## src/rtl/router_pkg.sv

```systemverilog
// rtl/router_pkg.sv - shared router definitions for the transmit link arbiter
//
// Purpose: frame width, grant source encodings and the arbiter state type.
// Ports:   none (package).
package router_pkg;

    localparam int FRAME_W = 55;

    localparam logic SRC_FWD = 1'b0;
    localparam logic SRC_LOC = 1'b1;

    typedef enum logic {
        IDLE = 1'b0,
        SEND = 1'b1
    } state_t;

endpackage

```

## src/rtl/tx_link_arbiter.sv

```systemverilog
// rtl/tx_link_arbiter.sv - two-source arbiter feeding the serial transmit link
//
// Purpose: holds one frame at a time, taken from the forward (receive) path or
//          the local node, and presents it to the transmitter until accepted.
//          Forward traffic has priority; local traffic waits for at most
//          MAX_FWD consecutive forward grants.
// Ports:
//   Clk_R, Rst                   clock and synchronous active-high reset
//   Fwd_Data/Fwd_Valid/Fwd_Ready forward frame source handshake
//   Loc_Data/Loc_Valid/Loc_Ready local frame source handshake
//   TX_Data/TX_Data_Valid/TX_Data_Ready  transmitter parallel port
//   Grant_Src                    source of held frame (0 forward, 1 local)
//   Fwd_Count/Loc_Count          wrapping counts of frames accepted by the transmitter
module tx_link_arbiter #(
    parameter int FRAME_W = router_pkg::FRAME_W,
    parameter int MAX_FWD = 4,
    parameter int CNT_W   = 16
) (
    input  logic               Clk_R,
    input  logic               Rst,
    input  logic [FRAME_W-1:0] Fwd_Data,
    input  logic               Fwd_Valid,
    output logic               Fwd_Ready,
    input  logic [FRAME_W-1:0] Loc_Data,
    input  logic               Loc_Valid,
    output logic               Loc_Ready,
    output logic [FRAME_W-1:0] TX_Data,
    output logic               TX_Data_Valid,
    input  logic               TX_Data_Ready,
    output logic               Grant_Src,
    output logic [CNT_W-1:0]   Fwd_Count,
    output logic [CNT_W-1:0]   Loc_Count
);
    import router_pkg::*;

    localparam logic [3:0] MAX_FWD_L = 4'(MAX_FWD);

    state_t             state_q, state_d;
    logic [FRAME_W-1:0] frame_q, frame_d;
    logic               src_q, src_d;
    logic [3:0]         streak_q, streak_d;
    logic [CNT_W-1:0]   fwd_cnt_q, fwd_cnt_d;
    logic [CNT_W-1:0]   loc_cnt_q, loc_cnt_d;

    logic fwd_win;
    logic loc_win;
    logic fwd_take;
    logic loc_take;

    // Forward wins every contest except when local has already watched
    // MAX_FWD forward grants go by.
    assign fwd_win = Fwd_Valid && !(Loc_Valid && (streak_q == MAX_FWD_L));
    assign loc_win = Loc_Valid && !fwd_win;

    always_comb begin
        state_d   = state_q;
        frame_d   = frame_q;
        src_d     = src_q;
        streak_d  = streak_q;
        fwd_cnt_d = fwd_cnt_q;
        loc_cnt_d = loc_cnt_q;
        fwd_take  = 1'b0;
        loc_take  = 1'b0;

        case (state_q)
            IDLE: begin
                if (fwd_win) begin
                    fwd_take = 1'b1;
                    frame_d  = Fwd_Data;
                    src_d    = SRC_FWD;
                    state_d  = SEND;
                    // Streak only grows while local is actually waiting.
                    if (!Loc_Valid) begin
                        streak_d = 4'd0;
                    end else if (streak_q < MAX_FWD_L) begin
                        streak_d = streak_q + 4'd1;
                    end
                end else if (loc_win) begin
                    loc_take = 1'b1;
                    frame_d  = Loc_Data;
                    src_d    = SRC_LOC;
                    state_d  = SEND;
                    streak_d = 4'd0;
                end
            end
            SEND: begin
                // No bypass: a new request is only looked at in the next IDLE cycle.
                if (TX_Data_Ready) begin
                    if (src_q == SRC_LOC) begin
                        loc_cnt_d = loc_cnt_q + 1'b1;
                    end else begin
                        fwd_cnt_d = fwd_cnt_q + 1'b1;
                    end
                    state_d = IDLE;
                end
            end
            default: state_d = IDLE;
        endcase
    end

    always_ff @(posedge Clk_R) begin
        if (Rst) begin
            state_q   <= IDLE;
            frame_q   <= '0;
            src_q     <= SRC_FWD;
            streak_q  <= 4'd0;
            fwd_cnt_q <= '0;
            loc_cnt_q <= '0;
        end else begin
            state_q   <= state_d;
            frame_q   <= frame_d;
            src_q     <= src_d;
            streak_q  <= streak_d;
            fwd_cnt_q <= fwd_cnt_d;
            loc_cnt_q <= loc_cnt_d;
        end
    end

    // Readys are suppressed during reset so no source believes a frame was taken.
    assign Fwd_Ready     = fwd_take && !Rst;
    assign Loc_Ready     = loc_take && !Rst;
    assign TX_Data       = frame_q;
    assign TX_Data_Valid = (state_q == SEND);
    assign Grant_Src     = src_q;
    assign Fwd_Count     = fwd_cnt_q;
    assign Loc_Count     = loc_cnt_q;

endmodule

```

## config.mk

```make
export PLATFORM = sky130hd
export DESIGN_NAME = tx_link_arbiter
export DESIGN_NICKNAME = d
export VERILOG_FILES = /design/src/rtl/router_pkg.sv /design/src/rtl/tx_link_arbiter.sv
export SDC_FILE = /design/constraint.sdc
export NUM_CORES = 1
export LEC_CHECK = 0
export ABC_AREA = 0
export BUFFER_PORTS_ARGS = -buffer_cell sky130_fd_sc_hd__clkbuf_2
export CAP_MARGIN = 20
export CORE_MARGIN = 1.5
export CORE_UTILIZATION = 41
export DETAILED_ROUTE_END_ITERATION = 8
export PLACE_DENSITY = 0.77
export SYNTH_ARGS = -nofsm -noshare
export SYNTH_HDL_FRONTEND = slang
export SYNTH_SLANG_ARGS = --single-unit
```

## constraint.sdc

```tcl
create_clock -name Clk_R -period 1.6 [get_ports Clk_R]
set_clock_uncertainty 0.05 [all_clocks]
set_input_delay 0.32 -clock Clk_R [delete_from_list [all_inputs] [get_ports Clk_R]]
set_output_delay 0.32 -clock Clk_R [all_outputs]
set_load 0.01 [all_outputs]
```

==> metrics, run 1 <==
clock root cell clkbuf_8; leak pwr 0.00317 µW; crit path capture type primary output; hold_buf cts 0; Final Hold Fails 0; largest net degree at the start of global routing 44; crit path max-delay cell type dfxtp_2; Crit path largest cell delay 0.34 ns; DRC errors left 0; wire per inst roughly 16 µm; CP delay by family, top simple AND/OR/NAND/NOR gates; final period utilization 1.20; FF-to-FF Start streak_q[0]; mux cell area share after synthesis 0.00786; WL final 14900 µm; ant diodes 0; Clock Sinks 93; CP cell instances inv_2 -> ha_4 -> nand4b_1 -> and2_4 -> nor4b_4 -> buf_2; TritonCTS buffer count 9; gpl congestion 0.793; fin nets 894; syn_area_per_cell 7.93 µm²; hold_ws 0.156 ns; Synthesized Nets 641; dominant cell type by area after synthesis dfxtp_1; min Tclk post-route 1.92 ns; routed wire length on met2 7780 µm; Mapped Area 0.00414 mm²; routed wl met3 857 µm; Top Metal Used met4; post-synthesis xor/xnor area fraction 0.0381; overall power around 5200 µW; Main synth FF type dfxtp_1; worst skew pair latency 0.35 ns; share of the synthesized area in the top cell type 0.450; Starting Density 0.423; Total GRT Usage 0.229; cell count after synthesis 522; Die Span X between 100 and 150 µm; Worst Path Max Fanout 2; Design Area, Final 0.00686 mm²; Pins Over Slew Limit 0; Critical Path AT 1.55 ns; Rows 36; fraction of the mapped netlist area in compound gates 0.154; Yosys cell types 36; IO Pins just over 200; Placed Instance Area around 0.0056 mm²; HP Class in2reg; Fmax 0.521 GHz; Synth warnings 0; Worst Setup SP streak_q[0]; core footprint 0.00977 mm²; adder-cell share of the synthesized area 0.0121; dpl ws -0.0791 ns; initial antenna violation count 0; vias in the first global route 4220; crit path buf inv count 2; post-synthesis register bit count 93; M1 wire length 5850 µm; Worst R2R End TX_Data[0]; flop-to-flop setup slack -0.19 ns; FILL cells 731; register area 0.00189 mm²; slew margin rel. 0.680; Required @ worst endpoint 1.23 ns; Max H-tree Level 3; die area 0.0107 mm²; detailed placement HPWL ~9000 µm; status finished with violations; Final ANT Viol Nets 0; first drt pass iteration count 5; GRT Residual Overflow 0; Final WS setup -0.321 ns; Setup crit start kind register; clock slew at reported path FFs 0.09 ns; WP depth 6; P&R area growth vs syn 65.8%; first-pass GRT wire length 19400 µm; vias 4901; number of synthesized flops with an enable pin 0; multi-input gate area in the final layout around 0.0026 mm²; sequential cell area fraction in the yosys report 0.450; Avg Vias per Cell around 5.4; CTS tree yes; failing checks negative setup slack; maximum VDD drop 0.577 mV; share of layout cells above drive strength 1 0.521; R2R depth 9; Max-cap violations 0; input/output buffers roughly 200; Worst Max-Slew Pin Slew about 0.48 ns; RSZ-0062 raised after global routing true; Die Ht 103 µm; synth top area cells dfxtp_1 45%, nand2_1 12%, a311oi_1 12%, nor2_1 7.5%, xnor2_1 2.3%; Synth Area in Simple Gates 0.294; Critical Path Sink Loc_Ready; # setup viols final 60; PD cells 761 mW/mm²; Longest Clk Path Bufs 2; critical path class reg2out; largest family of logic cells by synthesized area simple AND/OR/NAND/NOR gates; Post-synth ARST share 0; Detailed Route Iter0 Violations 156
cell usage in the layout, fill, tap and decap left out, types with 3 or more instances in the layout:
cell / synthesis / final
nand3_1: 10 / 10
dfxtp_2: 0 / 13
o21ai_0: 13 / 9
buf_8: 0 / 4
buf_4: 1 / 46
clkinv_2: 0 / 3
and3_1: 3 / 3
o21ai_1: 0 / 4
a311oi_1: 55 / 27
xor2_1: 7 / 7
nand4_1: 8 / 8
a21oi_2: 0 / 4
nor3_1: 8 / 6
nor2_1: 83 / 82
clkbuf_2: 2 / 202
buf_16: 0 / 4
and4_1: 4 / 3
buf_12: 0 / 8
a311oi_2: 0 / 28
nand4b_1: 4 / 4
and2_1: 4 / 3
clkbuf_16: 0 / 11
buf_2: 11 / 3
ha_1: 4 / 3
nand2_2: 0 / 18
or3_1: 7 / 6
dfxtp_1: 93 / 78
buf_6: 0 / 4
nand2_4: 0 / 28
a21oi_1: 15 / 11
nand2_1: 130 / 84
nor4_1: 4 / 3
xnor2_1: 11 / 11
clkbuf_8: 0 / 10
worst register-to-register path, cell delays in order, from the launching register on:
cell and delay, ns:
dfxtp_2 0.35, inv_2 0.05, ha_4 0.15, nand4b_1 0.12
and2_4 0.18, buf_4 0.14, clkbuf_16 0.16, clkbuf_16 0.14
nand2_1 0.08, a311oi_2 0.27
worst min path at each step:
| stage | startpoint | to | slack (ns) | cells past startpoint |
|---|---|---|---|---|
| finish | Fwd_Data[28] | TX_Data[28] | 0.16 | 3 |
| global route | Fwd_Data[53] | TX_Data[53] | 0.14 | 3 |
| CTS | Loc_Data[1] | TX_Data[1] | 0.14 | 3 |
| detailed placement | streak_q[3] | streak_q[3] | 0.43 | 2 |
| global placement | Fwd_Count[15] | Fwd_Count[15] | 0.42 | 2 |
| floorplan | streak_q[3] | streak_q[3] | 0.40 | 2 |
state kept, by name (all words and copies together), names as in the netlist:
signal / cells
Fwd_Count: 16
Grant_Src: 1
Loc_Count: 16
TX_Data: 55
TX_Data_Valid: 1
streak_q: 4
layout make-up:
class,count,area share
clock buffer,12,0.0212
clock inverter,4,0.00347
inverter,4,0.00219
multi-input combinational,385,0.379
sequential,93,0.275
tap,133,0.0243
timing repair buffer,282,0.295
routing by layer:
metal / up-vias / global-route usage
li1: 2344 / -
met1: 2323 / 0.271
met2: 199 / 0.405
met3: 35 / 0.0444
met4: 0 / 0.0988
met5: - / 0
logic make-up after synthesis:
family / after synthesis
simple gates: 275
flops: 93
compound gates: 85
buf+inv: 44
xor+xnor: 18
fa+ha+maj: 4
mux: 3
metrics by stage:
stage	utilization	TNS, ns	instances
2_1_floorplan	-	-0.000544	522
3_3_place_gp	0.575	-0.0389	867
3_5_place_dp	0.575	-1.76	867
4_1_cts	0.624	-4.21	897
5_1_grt	0.702	-9.51	913
6_report	0.702	-7.87	913
where the power goes:
part,switching (µW),internal (µW)
Clock,811,605
Sequential,88.4,2460
Combinational,659,595
Total,1560,3660
repair_timing:
item / CTS / global route
buffers inserted: 9 / 8
gates cloned: 5 / 13
gates resized for setup: 26 / 129
pin swaps: 55 / 87
endpoints found under the setup margin: 59 / 68
synthesized netlist by cell type (all sizes together), types with 5 or more instances:
library cell,instances
nand2,130
dfxtp,93
nor2,83
a311oi,55
clkbuf,23
buf,17
a21oi,15
o21ai,13
xnor2,11
nand3,10
nand4,8
nor3,8
or3,7
xor2,7
nand4b,5
Note: power is estimated with default switching activity, not from simulation.
==> run 2, diff against run 1 <==
--- a/config.mk
+++ b/config.mk
@@ -10,6 +10,7 @@
 export CAP_MARGIN = 20
 export CORE_MARGIN = 1.5
 export CORE_UTILIZATION = 41
+export CTS_BUF_LIST = sky130_fd_sc_hd__clkbuf_4 sky130_fd_sc_hd__clkbuf_8 sky130_fd_sc_hd__clkbuf_16
 export DETAILED_ROUTE_END_ITERATION = 8
 export PLACE_DENSITY = 0.77
 export SYNTH_ARGS = -nofsm -noshare
==> metrics, run 2 (synthesized netlist as in run 1, its figures left out) <==
status finished with violations; failing checks negative setup slack; min-delay src Fwd_Data[28]; vias in the first global route 4220 (unchanged); Placed Instance Area 0.00562 mm² (unchanged); Clock Sinks 93 (unchanged); ant diodes 0 (unchanged); Worst Path Max Fanout 2 (unchanged); Critical Path AT 1.54 ns (about the same); hold_ws 0.160 ns (+0.00410 ns); leading cell type in the layout, fill and taps excluded clkbuf_2; largest net degree at the start of global routing 44 (unchanged); HP Class in2reg; worst skew pair latency 0.35 ns (about the same); PD cells 765 mW/mm² (+0.62%); P&R area growth vs syn 65.7% (about the same); Required @ worst endpoint 1.23 ns (about the same); max FFs per register 55 (unchanged); GRT Residual Overflow 0 (unchanged); crit path max-delay cell type dfxtp_2; # setup viols final 60 (unchanged); WL final 14800 µm (-0.55%); Pins Over Slew Limit 0 (unchanged); Die Ht 103 µm (unchanged); Sequential Power Share 0.485 (-0.003); Avg Vias per Cell 5.34 (-0.53%); Detailed Route Iter0 Violations 178 (+14%); first-pass GRT wire length 19400 µm (about the same); Longest Clk Path Bufs 2 (unchanged); initial antenna violation count 0 (unchanged); IO Pins 206 (unchanged); most frequent cells in the layout 202 x clkbuf_2, 85 x nand2_1, 82 x nor2_1, 78 x dfxtp_1, 46 x buf_4; Final ANT Viol Nets 0 (unchanged); final period utilization 1.19 (-0.00635); input/output buffers 205 (unchanged); Die Span X 103 µm (unchanged); Fmax 0.523 GHz (+0.53%); clock slew at reported path FFs 0.08 ns (about the same); P_sw 1560 µW (about the same); gpl congestion 0.793 (unchanged); critical path class reg2out; share of layout cells above drive strength 1 0.521 (unchanged); FILL cells 736 (+0.68%); vias 4875 (-0.53%); Worst Setup SP streak_q[0]; Final Hold Fails 0 (unchanged); Max H-tree Level 3 (unchanged); RSZ-0062 raised after global routing true; switching share of power 0.296 (-0.00207); core footprint 0.00977 mm² (unchanged); clock root cell clkbuf_8; DRC errors left 0 (unchanged); CP cell instances inv_2 -> ha_4 -> nand4b_1 -> and2_4 -> nor4b_4 -> buf_2; Int Pwr 3690 µW (+0.90%); Crit path largest cell delay 0.34 ns (about the same); multi-input gate area in the final layout 0.00259 mm² (-0.34%); Clk pwr share 0.276 (+0.005); CTS tree yes; min Tclk post-route 1.91 ns (-0.0102 ns); Worst Max-Slew Pin Slew 0.482 ns (+0.00236 ns); Combinational Power Share 0.238 (-0.002); maximum VDD drop 0.579 mV (+0.31%); Design Area, Final 0.00686 mm² (about the same); Max-cap violations 0 (unchanged); Rows 36 (unchanged); wire per inst 16.2 µm (-0.55%); register area 0.00189 mm² (unchanged); slew margin rel. 0.679 (-0.00157); Setup crit start kind register; first drt pass iteration count 4 (-1); Starting Density 0.423 (unchanged); fin nets 894 (unchanged); hold_buf cts 0 (unchanged); detailed placement HPWL 8980 µm (unchanged); TritonCTS buffer count 9 (unchanged); Final WS setup -0.311 ns (+0.0102 ns); FF-to-FF Start streak_q[0]; Total GRT Usage 0.229 (-0.000426); die area 0.0107 mm² (unchanged); leak pwr 0.00318 µW (+0.19%); overall power 5250 µW (+0.60%); crit path capture type primary output
[run 2: timing repair]
item | CTS | global route
buffers inserted | 9 | 8
gates resized for setup | 26 | 128
endpoints found under the hold margin | 0 | 0
pin swaps | 55 | 84
endpoints found under the setup margin | 59 | 68
gates cloned | 5 | 13
[run 2: per-stage QoR]
stage            TNS, ns  utilization  cells  setup slack [ns]
2_1_floorplan  -0.000544            -    522         -0.000544
6_report           -7.63        0.702    913            -0.311
3_3_place_gp     -0.0389        0.575    867           -0.0389
4_1_cts            -4.19        0.624    897            -0.278
3_5_place_dp       -1.76        0.575    867           -0.0791
5_1_grt            -9.60        0.702    913            -0.361
[run 2: critical path, delay by kind of cell (launching register included)]
family	cells	cell delay, ns
buffers and inverters	2	0.24
AND/OR/NAND/NOR	3	0.50
flip-flops	1	0.34
adder cells (fa/ha/maj)	1	0.12
[run 2: path summary, 6_finish.rpt]
path / end / slack [ns] / depth (start not counted)
worst min register to register: streak_q[3] / 0.44 / 2
worst max-delay path: Loc_Ready / -0.31 / 6
worst max register to register: TX_Data[31] / -0.19 / 10
worst min-delay path: TX_Data[28] / 0.16 / 3
[run 2: layout make-up]
class | count | share of cell area
clock buffers | 12 | 0.0223
clock inverters | 4 | 0.00347
inverters | 4 | 0.00219
multi-input cells | 385 | 0.378
flip-flops and latches | 93 | 0.275
well taps | 133 | 0.0243
repair buffers | 282 | 0.295
[run 2: metal layers]
metal  GRT usage  share of wire  vias up
li1            -              -     2346
met1       0.272           0.39     2301
met2       0.406           0.52      200
met3      0.0444          0.058       28
met4      0.0925          0.027        0
met5           0              0        -
[run 2: power by group through the flow]
stage	clock network, µW	registers (µW)	logic (µW)
3_5_place_dp	0	2600	900
2_1_floorplan	0	2660	392
6_report	1450	2550	1250
5_1_grt	1580	2570	1330
4_1_cts	1480	2550	1000
3_3_place_gp	0	2590	875
